===== config.mk =====
export PLATFORM = sky130hd
export DESIGN_NAME = fft_bfly_scheduler
export DESIGN_NICKNAME = d
export VERILOG_FILES = /design/src/rtl/fft_ctrl_pkg.sv /design/src/rtl/fft_delay_line.sv /design/src/rtl/fft_bfly_scheduler.sv
export SDC_FILE = /design/constraint.sdc
export NUM_CORES = 1
export LEC_CHECK = 0
export ABC_CLOCK_PERIOD_IN_PS = 2800
export CAP_MARGIN = 10
export CORE_UTILIZATION = 40
export CTS_CLUSTER_SIZE = 40
export DETAILED_ROUTE_END_ITERATION = 10
export GPL_TIMING_DRIVEN = 0
export PLACE_DENSITY = 0.67
export SLEW_MARGIN = 10
export SYNTH_ARGS = -nofsm -noshare
export SYNTH_HDL_FRONTEND = slang
export SYNTH_SLANG_ARGS = --single-unit

===== constraint.sdc =====
create_clock -name clk -period 2.8 [get_ports clk]
set_input_delay 0.56 -clock clk [delete_from_list [all_inputs] [get_ports clk]]
set_output_delay 0.56 -clock clk [all_outputs]
set_load 0.005 [all_outputs]

===== src/rtl/fft_ctrl_pkg.sv =====
// Shared FSM encoding, width helpers and legal parameter ranges for the FFT control blocks.
// Latency: none (declarations only).
// Backpressure: none (declarations only).
package fft_ctrl_pkg;

   typedef enum logic [1:0] {
      ST_IDLE  = 2'd0,
      ST_READ  = 2'd1,
      ST_FLUSH = 2'd2,
      ST_DONE  = 2'd3
   } fft_state_e;

   localparam int LOG2N_MIN  = 2;
   localparam int LOG2N_MAX  = 12;
   localparam int RD_LAT_MIN = 1;
   localparam int RD_LAT_MAX = 4;

   // Smallest r with 2**r >= value.
   function automatic int ceil_log2(input int value);
      int r;
      r = 0;
      for (int i = 0; i < 32; i++) begin
         if ((1 << r) < value) r = r + 1;
      end
      return r;
   endfunction

   // Bit width needed to hold 0..value-1, never less than one bit.
   function automatic int width_of(input int value);
      int w;
      w = ceil_log2(value);
      return (w < 1) ? 1 : w;
   endfunction

endpackage


===== src/rtl/fft_delay_line.sv =====
// Fixed-depth shift register aligning read-side strobes/addresses with write-back.
// Latency: DEPTH cycles from din to dout.
// Backpressure: none; shifts every cycle, async reset clears every stage.
module fft_delay_line #(
   parameter int WIDTH = 1,
   parameter int DEPTH = 1
) (
   input  logic             clk,
   input  logic             rst,
   input  logic [WIDTH-1:0] din,
   output logic [WIDTH-1:0] dout
);

   logic [DEPTH-1:0][WIDTH-1:0] pipe_q;
   logic [DEPTH-1:0][WIDTH-1:0] pipe_d;

   // Shift one stage per cycle, new data entering at index 0.
   always_comb begin
      pipe_d    = pipe_q;
      pipe_d[0] = din;
      for (int i = 1; i < DEPTH; i++) begin
         pipe_d[i] = pipe_q[i-1];
      end
   end

   // Pipeline registers; reset flushes any in-flight write strobes.
   always_ff @(posedge clk or posedge rst) begin
      if (rst) pipe_q <= '0;
      else     pipe_q <= pipe_d;
   end

   assign dout = pipe_q[DEPTH-1];

endmodule


===== src/rtl/fft_bfly_scheduler.sv =====
// In-place radix-2 DIT butterfly sequencer: RAM/ROM read issue, butterfly enable, write-back.
// Latency: start to done = LOG2N*(N/2+RD_LAT)+1 cycles; write-back RD_LAT cycles after each read.
// Backpressure: none; start is ignored unless idle, reads are stalled RD_LAT cycles between stages.
module fft_bfly_scheduler
   import fft_ctrl_pkg::*;
#(
   parameter int LOG2N  = 3,
   parameter int RD_LAT = 1
) (
   input  logic                         clk,
   input  logic                         rst,
   input  logic                         start,
   output logic                         busy,
   output logic                         done,
   output logic                         rd_en,
   output logic [LOG2N-1:0]             rd_addr_a,
   output logic [LOG2N-1:0]             rd_addr_b,
   output logic [LOG2N-2:0]             tw_addr,
   output logic                         bf_en,
   output logic                         wr_en,
   output logic [LOG2N-1:0]             wr_addr_a,
   output logic [LOG2N-1:0]             wr_addr_b,
   output logic [width_of(LOG2N)-1:0]   stage
);

   localparam int KW = LOG2N - 1;
   localparam int TW = LOG2N - 1;
   localparam int SW = width_of(LOG2N);
   localparam int FW = width_of(RD_LAT);
   localparam int DW = 1 + 2 * LOG2N;

   localparam logic [KW-1:0]    K_LAST     = KW'((1 << (LOG2N - 1)) - 1);
   localparam logic [SW-1:0]    STAGE_TOP  = SW'(LOG2N - 1);
   localparam logic [FW-1:0]    FLUSH_LAST = FW'(RD_LAT - 1);
   localparam logic [LOG2N-1:0] ONE        = LOG2N'(1);

   fft_state_e       state_q, state_d;
   logic [KW-1:0]    k_q, k_d;
   logic [SW-1:0]    stage_q, stage_d;
   logic [FW-1:0]    fcnt_q, fcnt_d;
   logic             rd_en_q, rd_en_d;
   logic [LOG2N-1:0] rd_addr_a_q, rd_addr_a_d;
   logic [LOG2N-1:0] rd_addr_b_q, rd_addr_b_d;
   logic [TW-1:0]    tw_q, tw_d;
   logic             busy_q, busy_d;
   logic             done_q, done_d;

   logic [LOG2N-1:0] one_s, mask, kx, pos, grp, addr_a;
   logic [SW-1:0]    tw_shift;
   logic [DW-1:0]    wr_dat;

   // Next state: butterfly counter within a stage, flush counter, stage advance.
   always_comb begin
      state_d = state_q;
      k_d     = k_q;
      stage_d = stage_q;
      fcnt_d  = fcnt_q;
      case (state_q)
         ST_IDLE: begin
            if (start) begin
               state_d = ST_READ;
               k_d     = '0;
               stage_d = '0;
            end
         end
         ST_READ: begin
            if (k_q == K_LAST) begin
               state_d = ST_FLUSH;
               fcnt_d  = '0;
            end else begin
               k_d = k_q + KW'(1);
            end
         end
         ST_FLUSH: begin
            if (fcnt_q == FLUSH_LAST) begin
               k_d = '0;
               if (stage_q == STAGE_TOP) begin
                  state_d = ST_DONE;
               end else begin
                  state_d = ST_READ;
                  stage_d = stage_q + SW'(1);
               end
            end else begin
               fcnt_d = fcnt_q + FW'(1);
            end
         end
         ST_DONE: begin
            state_d = ST_IDLE;
            stage_d = '0;
         end
         default: state_d = ST_IDLE;
      endcase
   end

   // Registered-output decode from the upcoming state: pos/grp split by shift and mask only.
   always_comb begin
      one_s    = ONE << stage_d;
      mask     = one_s - ONE;
      kx       = {1'b0, k_d};
      pos      = kx & mask;
      grp      = kx >> stage_d;
      addr_a   = ((grp << stage_d) << 1) | pos;
      tw_shift = STAGE_TOP - stage_d;

      rd_en_d     = (state_d == ST_READ);
      busy_d      = (state_d == ST_READ) || (state_d == ST_FLUSH);
      done_d      = (state_d == ST_DONE);
      rd_addr_a_d = rd_en_d ? addr_a : '0;
      rd_addr_b_d = rd_en_d ? (addr_a | one_s) : '0;
      tw_d        = rd_en_d ? (TW'(pos) << tw_shift) : '0;
   end

   // Control and read-side registers; reset aborts any transform in progress.
   always_ff @(posedge clk or posedge rst) begin
      if (rst) begin
         state_q     <= ST_IDLE;
         k_q         <= '0;
         stage_q     <= '0;
         fcnt_q      <= '0;
         rd_en_q     <= 1'b0;
         rd_addr_a_q <= '0;
         rd_addr_b_q <= '0;
         tw_q        <= '0;
         busy_q      <= 1'b0;
         done_q      <= 1'b0;
      end else begin
         state_q     <= state_d;
         k_q         <= k_d;
         stage_q     <= stage_d;
         fcnt_q      <= fcnt_d;
         rd_en_q     <= rd_en_d;
         rd_addr_a_q <= rd_addr_a_d;
         rd_addr_b_q <= rd_addr_b_d;
         tw_q        <= tw_d;
         busy_q      <= busy_d;
         done_q      <= done_d;
      end
   end

   // Write-back mirrors each read RD_LAT cycles later, when the butterfly sees its operands.
   fft_delay_line #(
      .WIDTH (DW),
      .DEPTH (RD_LAT)
   ) u_wr_align (
      .clk  (clk),
      .rst  (rst),
      .din  ({rd_en_q, rd_addr_a_q, rd_addr_b_q}),
      .dout (wr_dat)
   );

   assign busy      = busy_q;
   assign done      = done_q;
   assign rd_en     = rd_en_q;
   assign rd_addr_a = rd_addr_a_q;
   assign rd_addr_b = rd_addr_b_q;
   assign tw_addr   = tw_q;
   assign stage     = stage_q;
   assign wr_en     = wr_dat[DW-1];
   assign bf_en     = wr_dat[DW-1];
   assign wr_addr_a = wr_dat[2*LOG2N-1:LOG2N];
   assign wr_addr_b = wr_dat[LOG2N-1:0];

endmodule


==> flow_metrics.py <==
metrics = {
    "power_and_ir_drop": {
        "ir_worst_vdd_v": 0.000697,
        "p_leak_uw": 0.000606,
        "p_per_area_mw_per_mm2": 1100,
    },
    "synth": {
        "yosys_warnings": 0,
        "synth.distinct_cells": 29,
        "ys_ff_latch": 24,
        "syn_nets": 85,
        "synth_cells": 76,
        "avgSynthCellArea_um2": 12.9,
        "synth_area_um2": 982,
        "yosysSeqAreaShare_pct": 61.1,
    },
    "drt": {
        "met1_length_um": 691,
        "met2_length_um": 703,
        "route.met3.wl_um": 75,
        "initialDrtViolationCount": 8,
        "wl_per_cell_um": 11.3,
        "highest_layer": "met4",
        "viasPerCell": 4.88,
        "remaining_drc_errors": 0,
        "ant_nets": 0,
        "vias": 639,
        "drtPass1Iterations": 3,
        "routed_wl_mm": 1.49,
    },
    "floorplanning": {
        "coreArea_mm2": 0.00225,
        "initial_utilization_pct": 43.6,
        "io_pins": 24,
        "rows": 17,
        "dieHeight_um": 51.6,
        "dieWidth_um": 51.6,
        "dieArea_mm2": 0.00266,
    },
    "clock_network": {
        "cts_buffer_depth": 2,
        "ctsResizeCount": 0,
        "cts_hold_buffers": 0,
        "root_buffer": "clkbuf_4",
        "clkTransAtPathRegs_ns": 0.12,
        "clock_latency_ns": 0.31,
        "htreeDepth": 1,
        "cts_tree": "done",
        "postCtsSetupBuffers": 0,
        "numCtsBuffers": 3,
        "cts_sinks": 24,
    },
    "timing": {
        "tightest_slew_ns": 0.867,
        "rsz0062_at_grt": "no",
        "max_freq_mhz": 424,
        "maxSlewViolCount": 0,
        "finClkSkew_ns": 0.00861,
        "relSlewSlack_pct": 42.2,
        "finalSetupViolations": 0,
        "layout_min_cycle_time_ns": 2.36,
        "fin_tns_setup_ns": 0,
        "fin_crit_sh_pct": 84.3,
        "hold_viol_final": 0,
    },
    "critical_path": {
        "cp_data_arrival_time_ns": 2.59,
        "start_kind": "input port",
        "critical_path_class": "in2reg",
        "worstSetupEndpointType": "flop",
        "required_ns": 3.03,
        "rr_endpoint": "rd_addr_b[1]$_DFF_PP0_",
        "worstPathMaxFanout": 6,
        "endpoint": "rd_addr_b[1]$_DFF_PP0_",
        "reg2reg_depth": 9,
        "worstReg2RegStart": "state_q[0]$_DFF_PP0_",
        "critPathLaunch": "start",
        "reg2reg_slack_ns": 0.50,
    },
    "placement": {
        "hpwl_mm": 1.05,
        "place.gp.congestion": 0.735,
        "numPortBuffers": 23,
    },
    "global_routing": {
        "grt_overflow": 0,
        "antenna_found_initial": 0,
        "grt_util_all_layers_pct": 13.2,
        "grt_pass1_vias": 607,
        "grt_pass1_wl_mm": 2.62,
        "grt_max_degree": 25,
    },
    "finish": {
        "n_antenna_cell": 0,
        "area_growth_pct": 30.7,
        "fin_nets": 113,
        "final_core_util_pct": 56.9,
        "drive_gt1_share_pct": 9.71,
    },
    "min_path": {
        "hold_path_class": "reg2reg",
    },
    "run_status": {
        "status": "completed",
    },
    "flow_run": {
        "maxCapViolations": 0,
    },
}
## state kept, by name (all words and copies together) (netlist names), 2 cells and up
| register | cells |
|---|---|
| k_q | 2 |
| rd_addr_a | 3 |
| rd_addr_b | 3 |
| stage | 2 |
| state_q | 2 |
| tw_addr | 2 |
| u_wr_align.dout | 7 |
## stage by stage
stage	setup WS (ns)	power (µW)	hold slack, ns	instance area (µm²)	cells
after floorplan	0.814	943	0.376	982	76
after global placement	0.103	1240	0.357	1250	127
after detailed placement	0.136	1250	0.361	1250	127
after CTS	0.452	1430	0.385	1280	131
after global routing	0.296	1530	0.393	1280	131
final	0.441	1410	0.379	1280	131
## synthesized netlist by cell type, drive strengths merged
| master | number | area, µm² |
|---|---|---|
| o211a | 1 | 10.0 |
| a32oi | 2 | 25.0 |
| inv | 9 | 33.8 |
| o211ai | 1 | 12.5 |
| a211oi | 1 | 7.51 |
| nand3 | 1 | 5.00 |
| a31oi | 1 | 6.26 |
| and2 | 2 | 12.5 |
| buf | 2 | 18.8 |
| clkbuf | 1 | 3.75 |
| nor2 | 1 | 3.75 |
| nand2 | 3 | 11.3 |
| nor2b | 3 | 18.8 |
| and3b | 1 | 12.5 |
| a21boi | 2 | 15.0 |
| a21oi | 1 | 5.00 |
| xor2 | 1 | 8.76 |
| and3 | 2 | 12.5 |
| ha | 6 | 75.1 |
| o221a | 1 | 11.3 |
| nand2b | 4 | 25.0 |
| o21ai | 1 | 5.00 |
| o21a | 2 | 15.0 |
| dfrtp | 24 | 601 |
| o22ai | 1 | 6.26 |
| a21o | 1 | 7.51 |
| or4b | 1 | 13.8 |
## worst min-delay path by stage
stage,start,endpoint,slack (ns),cells past startpoint
after floorplan,rd_addr_b[0]$_DFF_PP0_,u_wr_align.dout[0]$_DFF_PP0_,0.38,0
after global placement,rd_addr_b[2]$_DFF_PP0_,u_wr_align.dout[2]$_DFF_PP0_,0.36,0
after detailed placement,rd_addr_a[0]$_DFF_PP0_,u_wr_align.dout[3]$_DFF_PP0_,0.36,0
after CTS,rd_addr_a[2]$_DFF_PP0_,u_wr_align.dout[5]$_DFF_PP0_,0.39,0
after global routing,rd_addr_a[2]$_DFF_PP0_,u_wr_align.dout[5]$_DFF_PP0_,0.39,0
final,rd_addr_a[2]$_DFF_PP0_,u_wr_align.dout[5]$_DFF_PP0_,0.38,0
## cells in the final DEF (no fill, tap or decap), types with 2 or more instances in the layout
cell type / synthesis / final
nand2_1: 3 / 3
clkdlybuf4s50_1: 0 / 23
inv_1: 9 / 9
dfrtp_1: 24 / 24
and2_1: 2 / 2
ha_1: 6 / 6
clkbuf_4: 0 / 3
nor2b_1: 3 / 3
nand2b_1: 4 / 4
o21a_1: 2 / 2
and3_1: 2 / 2
a21boi_0: 2 / 2
## logic make-up (layout without fill, tap and decap cells)
family          count (synthesis)  in the layout  share of synthesized area, %
flops                          24             24                          61.1
simple gates                   18             18                          11.7
compound gates                 15             15                          12.9
buf+inv                        12             39                          5.73
fa+ha+maj                       6              6                          7.64
xor+xnor                        1              1                         0.892
## area by class of cell
type | count | area (µm²)
plain buffers | 3 | 22.5
clock buffers | 4 | 36.3
fillers | 216 | 971
inverters | 9 | 33.8
multi-input cells | 40 | 325
flip-flops and latches | 24 | 601
well taps | 28 | 35.0
repair buffers | 23 | 230
## per-layer routing
layer  vias to the layer above  track usage (%)
li1                        312                -
met1                       305             17.2
met2                        20             22.1
met3                         2             2.05
met4                         0             5.41
met5                         -                0
## where the power goes
| part | total [µW] | internal [µW] | leakage (µW) | switching, µW |
|---|---|---|---|---|
| logic | 687 | 389 | 0.000277 | 299 |
| registers | 547 | 484 | 0.000308 | 63.2 |
| clock network | 174 | 79.3 | 0.0000210 | 94.3 |
## worst max-delay path, stage by stage
cell and delay (ns):
clkdlybuf4s50_1 0.53, nand2b_1 0.11, a32oi_2 0.33, inv_1 0.13
ha_1 0.24, xor2_1 0.14, a211oi_1 0.26, a31oi_1 0.10
a21boi_0 0.19
Power figures use the tool's default switching activity.
